**config.mk**
```make
export PLATFORM = sky130hd
export DESIGN_NAME = calc_key_sequencer_flat
export DESIGN_NICKNAME = d
export VERILOG_FILES = /design/src/rtl/calc_pkg.sv /design/src/rtl/calc_key_sequencer_if.sv /design/src/rtl/calc_digit_accum.sv /design/src/rtl/calc_key_sequencer.sv /design/src/flat_wrapper.sv
export SDC_FILE = /design/constraint.sdc
export NUM_CORES = 1
export LEC_CHECK = 0
export CAP_MARGIN = 10
export CORE_ASPECT_RATIO = 1.75
export CORE_UTILIZATION = 55
export CTS_CLUSTER_SIZE = 24
export DETAILED_ROUTE_END_ITERATION = 10
export HOLD_SLACK_MARGIN = 0.12
export PLACE_DENSITY_LB_ADDON = 0.1
export SYNTH_ARGS = -nofsm -noshare
export SYNTH_HDL_FRONTEND = slang
export SYNTH_SLANG_ARGS = --single-unit
```
**constraint.sdc**
```tcl
create_clock -name Clock -period 6.66 [get_ports Clock]
set_input_delay 0.999 -clock Clock [delete_from_list [all_inputs] [get_ports Clock]]
set_output_delay 0.999 -clock Clock [all_outputs]
set_load 0.01 [all_outputs]
```
**src/rtl/calc_pkg.sv**
```systemverilog
// Key codes, state encoding and helpers shared by the calculator key sequencer.
package calc_pkg;

    localparam logic [3:0] KEY_CE       = 4'b1010;
    localparam logic [3:0] KEY_SUB      = 4'b1011;
    localparam logic [3:0] KEY_ADD      = 4'b1100;
    localparam logic [3:0] KEY_EQUAL    = 4'b1101;
    localparam logic [3:0] KEY_RECOVERY = 4'b1110;
    localparam logic [3:0] KEY_SAVE     = 4'b1111;

    typedef enum logic [1:0] {
        S_A   = 2'b00,
        S_B   = 2'b01,
        S_RES = 2'b10
    } calc_state_t;

    function automatic logic is_digit(input logic [3:0] key);
        return key <= 4'd9;
    endfunction

endpackage

```
**src/rtl/calc_key_sequencer_if.sv**
```systemverilog
// Keypad, ALU and memory signals seen by the calculator key sequencer.
interface calc_key_sequencer_if #(
    parameter int unsigned WIDTH = 8
) ();

    logic             ready;
    logic [3:0]       tecla;
    logic [WIDTH-1:0] memoryIn;
    logic [WIDTH-1:0] result;
    logic [WIDTH-1:0] memoryOut;
    logic             signedMemory;
    logic [WIDTH-1:0] numberA;
    logic [WIDTH-1:0] numberB;
    logic             operation;
    logic             signedNumberA;
    logic             signedNumberB;
    logic [1:0]       estate;
    logic             entryOverflow;
    logic             clearOut;

    modport master (
        input  ready, tecla, memoryIn, result,
        output memoryOut, signedMemory, numberA, numberB, operation,
               signedNumberA, signedNumberB, estate, entryOverflow, clearOut
    );

    modport slave (
        output ready, tecla, memoryIn, result,
        input  memoryOut, signedMemory, numberA, numberB, operation,
               signedNumberA, signedNumberB, estate, entryOverflow, clearOut
    );

endinterface

```
**src/rtl/calc_digit_accum.sv**
```systemverilog
// Combinational decimal digit append (acc*10 + digit) with range and digit-count limit checks.
module calc_digit_accum #(
    parameter int unsigned WIDTH      = 8,
    parameter int unsigned MAX_DIGITS = 3,
    parameter int unsigned CNT_W      = $clog2(MAX_DIGITS + 1)
) (
    input  logic [WIDTH-1:0] acc,
    input  logic [3:0]       digit,
    input  logic [CNT_W-1:0] digitCount,
    output logic [WIDTH-1:0] nextValue,
    output logic             reject
);

    // Four extra bits hold (2^WIDTH-1)*10+9 without wrapping.
    logic [WIDTH+3:0] wide;

    always_comb begin
        wide      = ({4'b0000, acc} * (WIDTH + 4)'(10)) + {{WIDTH{1'b0}}, digit};
        nextValue = wide[WIDTH-1:0];
        reject    = (digitCount == CNT_W'(MAX_DIGITS)) || (wide > {4'b0000, {WIDTH{1'b1}}});
    end

endmodule

```
**src/rtl/calc_key_sequencer.sv**
```systemverilog
// Keypad sequencer: builds decimal operands A/B, captures the operator and drives memory save.
// Define CALC_CHAIN_EN to let ADD/SUB after EQUAL chain the ALU result into operand A.
module calc_key_sequencer
    import calc_pkg::*;
#(
    parameter int unsigned WIDTH      = 8,
    parameter int unsigned MAX_DIGITS = 3
) (
    input logic                  Clock,
    input logic                  clearIn,
    calc_key_sequencer_if.master bus
);

    localparam int unsigned     CNT_W   = $clog2(MAX_DIGITS + 1);
    localparam logic [CNT_W-1:0] CNT_MAX = CNT_W'(MAX_DIGITS);

    calc_state_t      stateQ, stateD;
    logic             readyQ;
    logic [CNT_W-1:0] digitCountQ, digitCountD;
    logic [WIDTH-1:0] numberAQ, numberAD;
    logic [WIDTH-1:0] numberBQ, numberBD;
    logic [WIDTH-1:0] memoryOutQ, memoryOutD;
    logic             operationQ, operationD;
    logic             sigAQ, sigAD, sigBQ, sigBD;
    logic             sigMemQ, sigMemD, ovfQ, ovfD;
    logic             clearOutQ;

    logic             evt;
    logic [3:0]       key;
    logic [WIDTH-1:0] accValue, accNext;
    logic             accReject;
    logic             opWrite;
    logic [WIDTH-1:0] opValue;

    assign evt      = bus.ready & ~readyQ;
    assign key      = bus.tecla;
    assign accValue = (stateQ == S_B) ? numberBQ : numberAQ;

    calc_digit_accum #(
        .WIDTH      (WIDTH),
        .MAX_DIGITS (MAX_DIGITS),
        .CNT_W      (CNT_W)
    ) uAccum (
        .acc        (accValue),
        .digit      (key),
        .digitCount (digitCountQ),
        .nextValue  (accNext),
        .reject     (accReject)
    );

    always_comb begin
        stateD      = stateQ;
        digitCountD = digitCountQ;
        numberAD    = numberAQ;
        numberBD    = numberBQ;
        memoryOutD  = memoryOutQ;
        operationD  = operationQ;
        sigAD       = 1'b0;
        sigBD       = 1'b0;
        sigMemD     = 1'b0;
        ovfD        = 1'b0;
        opWrite     = 1'b0;
        opValue     = '0;

        case (stateQ)
            S_A, S_B: begin
                if (evt) begin
                    if (is_digit(key)) begin
                        if (accReject) begin
                            ovfD = 1'b1;
                        end else begin
                            opWrite     = 1'b1;
                            opValue     = accNext;
                            digitCountD = digitCountQ + 1'b1;
                        end
                    end else begin
                        case (key)
                            KEY_CE: begin
                                opWrite     = 1'b1;
                                digitCountD = '0;
                            end
                            KEY_ADD, KEY_SUB: begin
                                operationD = (key == KEY_SUB);
                                if (stateQ == S_A) begin
                                    numberBD    = '0;
                                    digitCountD = '0;
                                    stateD      = S_B;
                                end
                            end
                            KEY_EQUAL: begin
                                if (stateQ == S_B) stateD = S_RES;
                            end
                            KEY_SAVE: begin
                                memoryOutD = accValue;
                                sigMemD    = 1'b1;
                            end
                            KEY_RECOVERY: begin
                                opWrite     = 1'b1;
                                opValue     = bus.memoryIn;
                                digitCountD = CNT_MAX;
                            end
                            default: ;
                        endcase
                    end
                end
            end
            S_RES: begin
                if (evt) begin
                    if (is_digit(key)) begin
                        numberAD    = WIDTH'(key);
                        numberBD    = '0;
                        digitCountD = CNT_W'(1);
                        sigAD       = 1'b1;
                        sigBD       = 1'b1;
                        stateD      = S_A;
                    end else begin
                        case (key)
                            KEY_SAVE: begin
                                memoryOutD = bus.result;
                                sigMemD    = 1'b1;
                            end
                            KEY_RECOVERY: begin
                                numberAD    = bus.memoryIn;
                                numberBD    = '0;
                                digitCountD = CNT_MAX;
                                sigAD       = 1'b1;
                                sigBD       = 1'b1;
                                stateD      = S_A;
                            end
`ifdef CALC_CHAIN_EN
                            KEY_ADD, KEY_SUB: begin
                                numberAD    = bus.result;
                                numberBD    = '0;
                                operationD  = (key == KEY_SUB);
                                digitCountD = '0;
                                sigAD       = 1'b1;
                                sigBD       = 1'b1;
                                stateD      = S_B;
                            end
`endif
                            default: ;
                        endcase
                    end
                end
            end
            // Unreachable encoding: recover to S_A, leave every output as it was.
            default: stateD = S_A;
        endcase

        if (opWrite) begin
            if (stateQ == S_A) begin
                numberAD = opValue;
                sigAD    = 1'b1;
            end else begin
                numberBD = opValue;
                sigBD    = 1'b1;
            end
        end
    end

    always_ff @(posedge Clock) begin
        if (clearIn) begin
            stateQ      <= S_A;
            readyQ      <= 1'b0;
            digitCountQ <= '0;
            numberAQ    <= '0;
            numberBQ    <= '0;
            memoryOutQ  <= '0;
            operationQ  <= 1'b0;
            sigAQ       <= 1'b0;
            sigBQ       <= 1'b0;
            sigMemQ     <= 1'b0;
            ovfQ        <= 1'b0;
            clearOutQ   <= 1'b1;
        end else begin
            stateQ      <= stateD;
            readyQ      <= bus.ready;
            digitCountQ <= digitCountD;
            numberAQ    <= numberAD;
            numberBQ    <= numberBD;
            memoryOutQ  <= memoryOutD;
            operationQ  <= operationD;
            sigAQ       <= sigAD;
            sigBQ       <= sigBD;
            sigMemQ     <= sigMemD;
            ovfQ        <= ovfD;
            clearOutQ   <= 1'b0;
        end
    end

    assign bus.numberA       = numberAQ;
    assign bus.numberB       = numberBQ;
    assign bus.memoryOut     = memoryOutQ;
    assign bus.operation     = operationQ;
    assign bus.signedNumberA = sigAQ;
    assign bus.signedNumberB = sigBQ;
    assign bus.signedMemory  = sigMemQ;
    assign bus.entryOverflow = ovfQ;
    assign bus.estate        = stateQ;
    assign bus.clearOut      = clearOutQ;

endmodule
```
**src/flat_wrapper.sv**
```systemverilog
// flat-port wrapper written by rule: the top's interface ports become plain ports
module calc_key_sequencer_flat import calc_pkg::*;
#(
    parameter int unsigned WIDTH      = 8,
    parameter int unsigned MAX_DIGITS = 3
)
  (Clock, clearIn, bus_ready, bus_tecla, bus_memoryIn, bus_result, bus_memoryOut, bus_signedMemory, bus_numberA, bus_numberB, bus_operation, bus_signedNumberA, bus_signedNumberB, bus_estate, bus_entryOverflow, bus_clearOut);
  calc_key_sequencer_if #(.WIDTH(WIDTH)) bus_i ();
  input logic Clock;
  input logic clearIn;
  input wire logic [$bits(bus_i.ready)-1:0] bus_ready;
  input wire logic [$bits(bus_i.tecla)-1:0] bus_tecla;
  input wire logic [$bits(bus_i.memoryIn)-1:0] bus_memoryIn;
  input wire logic [$bits(bus_i.result)-1:0] bus_result;
  output wire logic [$bits(bus_i.memoryOut)-1:0] bus_memoryOut;
  output wire logic [$bits(bus_i.signedMemory)-1:0] bus_signedMemory;
  output wire logic [$bits(bus_i.numberA)-1:0] bus_numberA;
  output wire logic [$bits(bus_i.numberB)-1:0] bus_numberB;
  output wire logic [$bits(bus_i.operation)-1:0] bus_operation;
  output wire logic [$bits(bus_i.signedNumberA)-1:0] bus_signedNumberA;
  output wire logic [$bits(bus_i.signedNumberB)-1:0] bus_signedNumberB;
  output wire logic [$bits(bus_i.estate)-1:0] bus_estate;
  output wire logic [$bits(bus_i.entryOverflow)-1:0] bus_entryOverflow;
  output wire logic [$bits(bus_i.clearOut)-1:0] bus_clearOut;
  assign bus_i.ready = bus_ready;
  assign bus_i.tecla = bus_tecla;
  assign bus_i.memoryIn = bus_memoryIn;
  assign bus_i.result = bus_result;
  assign bus_memoryOut = bus_i.memoryOut;
  assign bus_signedMemory = bus_i.signedMemory;
  assign bus_numberA = bus_i.numberA;
  assign bus_numberB = bus_i.numberB;
  assign bus_operation = bus_i.operation;
  assign bus_signedNumberA = bus_i.signedNumberA;
  assign bus_signedNumberB = bus_i.signedNumberB;
  assign bus_estate = bus_i.estate;
  assign bus_entryOverflow = bus_i.entryOverflow;
  assign bus_clearOut = bus_i.clearOut;
  calc_key_sequencer #(.WIDTH(WIDTH), .MAX_DIGITS(MAX_DIGITS)) u_core (.Clock(Clock), .clearIn(clearIn), .bus(bus_i));
endmodule
```
==> results.cfg, run 1 <==
[worst_setup_path]
cpLargestDelayFamily = simple AND/OR/NAND/NOR gates
cp.arrival_ps = 5520
crit_buf_inv = 0
critPathMaxStageDelay_ps = 700
slowest_stage = dfxtp_1
endpoint_kind = flop
path_max_fanout = 17
crit_path_start_kind = flop
crit_type = flop to flop
required_ps = 6890
crit_chain = nand2b_1 > mux2i_1 > xor2_1 > ha_1 > fa_1 > o211ai_1 > nor2_1 > nor4b_1 > mux2i_1 > nor2_1 > a211o_1 > a211oi_2 > a32o_1

[power_and_ir_drop]
combPwrFrac = 0.319
pwr-share-seq = 0.403
p_sw_frac = 0.3359
p_sw_uw = 190.6
power.total_uw = 567.2
leakagePower_uw = 0.001253
p_clk_frac = 0.278
irDropWorstVdd_mv = 0.1451
power_density_nw_per_um2 = 178.7
power.internal_uw = 376.7

[placement]
io_buffers = 54
hpwl_mm = 6.181
dpl.cell_count = 410
preCtsSetupSlack_ps = 1478
gp_congestion = 0.9592

[layout]
area.growth.synth_to_final_pct = 24.48
stdcell_count = 417
layout.nets = 403
multi_input_area_sq_um = 1744
antenna_cells = 0
n_fill_cell = 373
drive_gt1_frac = 0.05191
seq_area_sq_um = 700.7

[drt]
detail-route-antenna-nets = 0
wl_met3_um = 407
dr.max_layer_used = met4
drc = 0
routed_via_density = 6.348
drt_first_pass_iters = 5
vias = 2647
wirelength_mm = 8.050
wl_per_cell_um = 19.30
dr_wl_met2_mm = 4.236
wirelength_met1_mm = 2.903
dr.first_iter.drc_count = 83

[logic_synthesis]
synth.net_count = 359
yosysUniqueCellTypes = 54
synth_ff_type = dfxtp_1
synth_area_sq_um = 2550
async_flop_share = 0
avgSynthCellArea_sq_um = 7.919
yosysSeqAreaShare = 0.2748
netlist_instances = 322
yosysWarnings = 0
synth_seq_cells = 35
synth_edf_count = 0

[clock_tree]
post_cts_resized = 0
clk_path_buf_depth = 2
cts_setup_buffers = 0
cts-root-buf = clkbuf_8
cts_tree = built
cts_hold_buf = 0
numCtsBuffers = 5
clk_pin_slew_worst_paths_ps = 70
clk_latency_ps = 290
cts-htree-levels = 2
cts.sinks = 35

[sta]
finalClockSkew_ps = 5.476
hold_ws_ps = 488.2
worst_slew_pin_slew_ps = 1033
fin_crit_sh = 0.7953
setup_viol = 0
rsz0062_at_grt = no
finalMaxSlewViolations = 0
maxSlewHeadroom = 0.3067
finalHoldViolations = 0
tns_ps = 0
layout_min_cycle_time_ps = 5297
max_freq_ghz = 0.1888
setup_ws_ps = 1363

[global_routing]
antenna_found_initial = 0
gr-total-overflow = 0
grt_usage = 0.3512
grt_max_degree = 21
grt_pass1_wl_mm = 12.35
grt_pass1_vias = 2464

[worst_hold_path]
hold_class = flop to flop

[floorplanning]
std_cell_rows = 32
die_h_um = 92.08
io_pins = 55
dieArea_sq_um = 4923
start_util = 0.5738
chipWidth_um = 53.47
core_area_sq_um = 4444

[status]
status = completed

[flow_run]
max-cap-violations = 0
cells in the mapped netlist (all sizes together), types with 4 or more instances:
| master | number | area, sq um |
|---|---|---|
| a211oi | 15 | 117.6 |
| a21oi | 27 | 135.1 |
| a22oi | 7 | 52.55 |
| and3 | 8 | 50.05 |
| buf | 4 | 17.52 |
| clkbuf | 13 | 50.04 |
| dfxtp | 35 | 700.7 |
| ha | 12 | 150.1 |
| inv | 10 | 37.54 |
| mux2i | 12 | 132.6 |
| nand2 | 21 | 78.83 |
| nand2b | 7 | 43.79 |
| nand3 | 11 | 55.05 |
| nor2 | 41 | 153.9 |
| nor2b | 5 | 31.28 |
| o21a | 4 | 30.03 |
| o21ai | 27 | 135.1 |
| o2bb2ai | 5 | 43.79 |
| xnor2 | 7 | 61.31 |
| xor2 | 9 | 78.83 |
power groups by stage:
stage                     clock network, uW  logic, uW  registers [uW]
after detailed placement                  0        178             233
after global placement                    0        177             233
after floorplan                           0        119             231
final                                   158        181             229
after CTS                               161        179             228
after global routing                    172        198             230
final timing paths:
check	from	to	slack, ps	cells past startpoint
worst max-delay path	u_core.bus.estate[1]	u_core.bus.numberB[1]	1360	13
worst min-delay path	u_core.digitCountQ[1]	u_core.digitCountQ[1]	490	2
worst max register to register	u_core.bus.estate[1]	u_core.bus.numberB[1]	1360	13
worst min register to register	u_core.digitCountQ[1]	u_core.digitCountQ[1]	490	2
cell usage in the layout (no fill, tap or decap), types with 3 or more instances in the layout:
cell type | netlist | layout
o21ai_1 | 4 | 5
xnor2_1 | 7 | 7
o31ai_1 | 3 | 3
nand2_1 | 21 | 21
nand2b_1 | 7 | 7
nand3_1 | 11 | 11
clkbuf_8 | 0 | 6
dfxtp_1 | 35 | 35
o2bb2ai_1 | 5 | 5
o21ai_0 | 23 | 22
o21a_1 | 4 | 4
a211oi_1 | 14 | 14
clkdlybuf4s50_1 | 0 | 54
mux2_2 | 3 | 3
and3_1 | 8 | 8
a22oi_1 | 7 | 7
inv_1 | 10 | 10
a32o_1 | 3 | 3
a21oi_1 | 27 | 27
xor2_1 | 9 | 9
nor2b_1 | 5 | 5
nor2_1 | 41 | 41
mux2i_1 | 11 | 11
ha_1 | 12 | 12
metal layers:
layer  GRT usage  vias to the layer above
met5           0                        -
met4      0.2237                        0
met3     0.06468                       38
met2      0.5854                      110
met1      0.3852                     1229
li1            -                     1270
metrics by stage:
step / instance area (sq um) / utilization
final: 3174 / 0.7142
after global routing: 3174 / 0.7142
after CTS: 3174 / 0.7142
after detailed placement: 3087 / 0.6945
after global placement: 3087 / 0.6945
after floorplan: 2550 / -
registers in the layout (all words and copies together) (netlist names):
register,flops
u_core.bus.memoryOut,8
u_core.bus.numberA,8
u_core.bus.numberB,8
u_core.bus.estate,2
u_core.digitCountQ,2
u_core.bus.clearOut,1
u_core.bus.entryOverflow,1
u_core.bus.operation,1
u_core.bus.signedMemory,1
u_core.bus.signedNumberA,1
u_core.bus.signedNumberB,1
u_core.readyQ,1
worst register-to-register path, cell delays in order (launching register included):
cell and delay (ps):
dfxtp_1 700, nand2b_1 680, mux2i_1 670, xor2_1 150, ha_1 260, fa_1 550
o211ai_1 110, nor2_1 230, nor4b_1 360, mux2i_1 230, nor2_1 110, a211o_1 440
a211oi_2 570, a32o_1 200
kinds of logic (layout without fill, tap and decap cells):
group	after synthesis	count (layout)	synth area share
adder cells (fa/ha/maj)	14	14	0.07458
flip-flops	35	35	0.2748
AND/OR/NAND/NOR	107	107	0.2056
buffers and inverters	27	71	0.04122
multiplexers	15	15	0.06526
XOR/XNOR	16	16	0.05496
AO/OA/AOI/OAI	108	108	0.2836
layout make-up:
class | instances | area share
clock inverter | 1 | 0.001577
multi-input combinational | 260 | 0.5495
inverter | 10 | 0.01183
tap | 51 | 0.02010
sequential | 35 | 0.2207
timing repair buffer | 54 | 0.1703
clock buffer | 6 | 0.02602
Power figures use the tool's default switching activity.
==> run 2, diff against run 1 <==
--- a/config.mk
+++ b/config.mk
@@ -7,7 +7,7 @@
 export LEC_CHECK = 0
 export CAP_MARGIN = 10
 export CORE_ASPECT_RATIO = 1.75
-export CORE_UTILIZATION = 55
+export CORE_UTILIZATION = 51
 export CTS_CLUSTER_SIZE = 24
 export DETAILED_ROUTE_END_ITERATION = 10
 export HOLD_SLACK_MARGIN = 0.12
==> constraint.sdc (replaced) <==
create_clock -name Clock -period 5.5 [get_ports Clock]
set_input_delay 0.825 -clock Clock [delete_from_list [all_inputs] [get_ports Clock]]
set_output_delay 0.825 -clock Clock [all_outputs]
set_load 0.01 [all_outputs]
==> run 2 against run 1 <==
Net effect: first-iteration DRC count increased by 84%; combinational power increased by 22%; fmax increased by 9.1%; sequential cell count unchanged; via count increased by 2.2%; critical path depth increased by 1; clock skew increased by 1.1 ps; worst hold slack improved by 1.5 ps; largest cell class unchanged.
==> results.cfg, run 2 (synthesized netlist as in run 1, its figures left out) <==
[status]
status = completed

[layout]
layout.nets = 408
layout_commonest_cell = clkdlybuf4s50_1
antenna_cells = 0
area.growth.synth_to_final_pct = 26.50
stdcell_count = 424
final_cell_mix = 54 x clkdlybuf4s50_1, 41 x nor2_1, 35 x dfxtp_1, 27 x a21oi_1, 23 x o21ai_0
drive_gt1_frac = 0.06452

[placement]
io_buffers = 54
hpwl_mm = 6.378
dpl.cell_count = 416
gp_congestion = 0.9573

[floorplanning]
die_h_um = 95.54
dieArea_sq_um = 5298
chipWidth_um = 55.45
std_cell_rows = 33
start_util = 0.5370
core_area_sq_um = 4748
io_pins = 55

[worst_setup_path]
required_ps = 5720
crit_path_start_kind = flop
critical_path.endpoint = u_core.bus.numberB[4]
cp.arrival_ps = 5070
r2r-start = u_core.bus.estate[0]
crit_type = flop to flop
crit_start = u_core.bus.estate[0]
reg2reg_slack_ps = 650
endpoint_kind = flop
path_max_fanout = 17
reg2reg_to = u_core.bus.numberB[4]
reg2reg_depth = 14

[drt]
wirelength_mm = 8.253
dr.first_iter.drc_count = 153
drt_first_pass_iters = 5
detail-route-antenna-nets = 0
wl_per_cell_um = 19.46
drc = 0
vias = 2706
routed_via_density = 6.382

[global_routing]
grt_pass1_wl_mm = 12.63
grt_max_degree = 21
antenna_found_initial = 0
grt_pass1_vias = 2497
grt_usage = 0.3156
gr-total-overflow = 0

[sta]
finalHoldViolations = 0
max_freq_ghz = 0.2060
worst_slew_pin_slew_ps = 882.1
finalClockSkew_ps = 6.620
layout_min_cycle_time_ps = 4854
setup_viol = 0
tns_ps = 0
finalMaxSlewViolations = 0
maxSlewHeadroom = 0.3967
rsz0062_at_grt = no
fin_crit_sh = 0.8826

[clock_tree]
cts-htree-levels = 2
clk_latency_ps = 290
cts.sinks = 35
cts_tree = built
cts-root-buf = clkbuf_8
post_cts_resized = 0
cts_setup_buffers = 0
clk_pin_slew_worst_paths_ps = 70
clk_path_buf_depth = 2
numCtsBuffers = 5
cts_hold_buf = 0

[worst_hold_path]
min_delay_path_depth = 2
hold_class = flop to flop

[power_and_ir_drop]
leakagePower_uw = 0.001281
irDropWorstVdd_mv = 0.1615
power_density_nw_per_um2 = 219.6

[flow_run]
max-cap-violations = 0
-- run 2: changes by cell type in the layout (fill, tap and decap cells not counted) --
| cell | delta |
|---|---|
| buf_4 | +5 |
| clkbuf_1 | +1 |
| clkbuf_8 | +1 |
| clkinv_2 | -1 |
| o21ai_0 | +1 |
| o21ai_1 | -1 |
-- run 2: report_power, final --
part / internal [uW] / switching, uW
sequential: 263 / 13.9
clock: 114 / 95.6
combinational: 95.6 / 126
-- run 2: area by class of cell --
class                   instances  area [sq um]
clock buffers                   8         100.1
multi-input cells             260          1744
well taps                      52         65.06
flip-flops and latches         35         700.7
repair buffers                 59         578.1
fillers                       413          1523
inverters                      10         37.54
-- run 2: worst max-delay path, stage by stage (launching register included) --
cell and delay (ps):
dfxtp_1 670, nand2b_1 200, buf_4 240, mux2i_1 330, inv_1 90, ha_1 340
fa_1 610, o211ai_1 100, nor2_1 210, nor4b_1 460, mux2i_1 240, nor2_1 110
a211o_1 440, a211oi_2 550, o2bb2ai_1 180
-- run 2: per-stage QoR --
stage / hold WS, ps / power (uW) / cell area, sq um / utilization / worst slack, ps
2_1_floorplan: 453.3 / 423.8 / 2550 / - / 1290
3_3_place_gp: 467.2 / 497.5 / 3126 / 0.6582 / 771.2
3_5_place_dp: 471.4 / 499.1 / 3126 / 0.6582 / 717.0
4_1_cts: 483.6 / 704.0 / 3226 / 0.6793 / 662.3
5_1_grt: 498.6 / 740.4 / 3226 / 0.6793 / 236.4
6_report: 489.7 / 708.3 / 3226 / 0.6793 / 646.0
-- run 2: worst min path at each step --
stage                                 start                      end  slack [ps]
global route          u_core.digitCountQ[1]    u_core.digitCountQ[1]         500
floorplan             u_core.digitCountQ[1]    u_core.digitCountQ[1]         450
detailed placement    u_core.digitCountQ[1]    u_core.digitCountQ[1]         470
global placement    u_core.bus.memoryOut[7]  u_core.bus.memoryOut[7]         470
CTS                   u_core.digitCountQ[1]    u_core.digitCountQ[1]         480
finish                u_core.digitCountQ[1]    u_core.digitCountQ[1]         490
-- run 2: per-layer routing --
| metal | part of all wire | up-vias | GRT usage | wire [um] |
|---|---|---|---|---|
| met5 | 0 | - | 0 | 0 |
| met1 | 0.37 | 1258 | 0.3400 | 3043 |
| met3 | 0.048 | 41 | 0.04885 | 393 |
| met4 | 0.072 | 0 | 0.2375 | 591 |
| li1 | - | 1281 | - | - |
| met2 | 0.51 | 126 | 0.5522 | 4224 |
==> run 3, diff against run 2 <==
--- a/config.mk
+++ b/config.mk
@@ -8,10 +8,11 @@
 export CAP_MARGIN = 10
 export CORE_ASPECT_RATIO = 1.75
 export CORE_UTILIZATION = 51
+export CTS_CLUSTER_DIAMETER = 60
 export CTS_CLUSTER_SIZE = 24
 export DETAILED_ROUTE_END_ITERATION = 10
 export HOLD_SLACK_MARGIN = 0.12
-export PLACE_DENSITY_LB_ADDON = 0.1
+export PLACE_DENSITY = 0.81
 export SYNTH_ARGS = -nofsm -noshare
 export SYNTH_HDL_FRONTEND = slang
 export SYNTH_SLANG_ARGS = --single-unit
==> run 3 against run 2 <==
Net effect: non-clock buffer count stayed put; critical path depth is 1 lower; global-route usage is 0.14 points higher; highest routed layer unchanged.
==> results.cfg, run 3 (synthesized netlist as in run 1, its figures left out) <==
[status]
status = completed

[sta]
finalHoldViolations = 0
max_freq_ghz = 0.2102
setup_ws_ps = 741.9
worst_slew_pin_slew_ps = 1094
rsz0062_at_grt = no
fin_crit_sh = 0.8651
tns_ps = 0
finalClockSkew_ps = 12.82
finalMaxSlewViolations = 0
layout_min_cycle_time_ps = 4758
setup_viol = 0
maxSlewHeadroom = 0.2660

[drt]
drc = 0
routed_via_density = 6.408
vias = 2717
wl_per_cell_um = 19.72
dr.first_iter.drc_count = 200
detail-route-antenna-nets = 0
wirelength_mm = 8.363
drt_first_pass_iters = 5

[power_and_ir_drop]
power_density_nw_per_um2 = 227.2
irDropWorstVdd_mv = 0.2661
leakagePower_uw = 0.001288

[worst_setup_path]
critPathMaxStageDelay_ps = 690
slowest_stage = dfxtp_1
r2r-start = u_core.bus.estate[0]
endpoint_kind = flop
crit_path_start_kind = flop
crit_buf_inv = 0
cp.arrival_ps = 4980
cp_num_cells = 13
required_ps = 5720
crit_type = flop to flop
path_max_fanout = 17
cpLargestDelayFamily = compound AO/OA/AOI/OAI gates
crit_start = u_core.bus.estate[0]
reg2reg_depth = 13
crit_chain = nand2b_1 > mux2i_1 > xor2_1 > ha_1 > fa_1 > o211ai_1 > nor2_1 > nor4b_1 > mux2i_1 > nor2_1 > a211o_1 > a211oi_2 > a32o_1

[clock_tree]
cts_hold_buf = 0
numCtsBuffers = 5
clk_path_buf_depth = 2
clk_latency_ps = 290
cts_tree = built
cts-htree-levels = 2
cts_setup_buffers = 0
clk_pin_slew_worst_paths_ps = 80
cts.sinks = 35
post_cts_resized = 0
cts-root-buf = clkbuf_8

[floorplanning]
start_util = 0.5370
die_h_um = 95.54
chipWidth_um = 55.45
dieArea_sq_um = 5298
io_pins = 55
core_area_sq_um = 4748
std_cell_rows = 33

[placement]
io_buffers = 54
preCtsSetupSlack_ps = 801.1
hpwl_mm = 6.354
gp_congestion = 0.9460

[layout]
layout.nets = 408
layout_commonest_cell = clkdlybuf4s50_1
area.growth.synth_to_final_pct = 26.99
drive_gt1_frac = 0.06720
antenna_cells = 0
post-route-util = 0.6820
final_cell_mix = 54 x clkdlybuf4s50_1, 41 x nor2_1, 35 x dfxtp_1, 27 x a21oi_1, 22 x o21ai_0

[worst_hold_path]
worstHoldStart = u_core.digitCountQ[1]
hold_class = flop to flop
min_delay_path_depth = 2

[global_routing]
gr-total-overflow = 0
antenna_found_initial = 0
grt_max_degree = 21
grt_pass1_vias = 2499
grt_pass1_wl_mm = 12.83
grt_usage = 0.3170

[flow_run]
max-cap-violations = 0
-- run 3: cell count changes in the layout (fill, tap and decap cells not counted), sizes merged --
cell	change
clkbuf	-3
clkinv	+2
bufinv	+1
-- run 3: final cells by class --
type                       count  area [sq um]
clock buffer                   5         68.82
inverter                      10         37.54
timing repair buffer          59         578.1
fill                         412          1510
tap                           52         65.06
multi-input combinational    260          1744
sequential                    35         700.7
clock inverter                 3         43.79
-- run 3: worst reg2reg max path, cell delays in order, from the launching register on --
cell and delay, ps:
dfxtp_1 690, nand2b_1 370, mux2i_1 520, xor2_1 160, ha_1 250, fa_1 540
o211ai_1 100, nor2_1 220, nor4b_1 350, mux2i_1 240, nor2_1 110, a211o_1 430
a211oi_2 520, a32o_1 190
-- run 3: per-stage QoR --
stage                     total power [uW]  area [sq um]  hold slack [ps]  cells
after floorplan                      423.8          2550            453.3    322
after global placement               500.9          3126            462.8    416
after detailed placement             502.5          3126            476.6    416
after CTS                            730.0          3238            485.4    424
after global routing                 763.4          3238            510.5    424
final                                735.7          3238            492.4    424
-- run 3: routing by layer --
metal	global-route usage	wire length, um	vias up
li1	-	-	1282
met1	0.3425	3049	1259
met2	0.5843	4372	144
met3	0.04206	511	32
met4	0.1854	429	0
met5	0	0	-
-- run 3: final timing paths --
kind                                end  slack (ps)
setup / recovery  u_core.bus.numberB[1]         740
setup reg to reg  u_core.bus.numberB[1]         740
hold reg to reg   u_core.digitCountQ[1]         490
hold / removal    u_core.digitCountQ[1]         490
-- run 3: power by group --
part | internal (uW) | switching, uW | leakage, uW
sequential | 263 | 13.0 | 0.000284
combinational | 98.8 | 128 | 0.000946
clock | 135 | 97.4 | 0.0000581
total | 497 | 239 | 0.00129
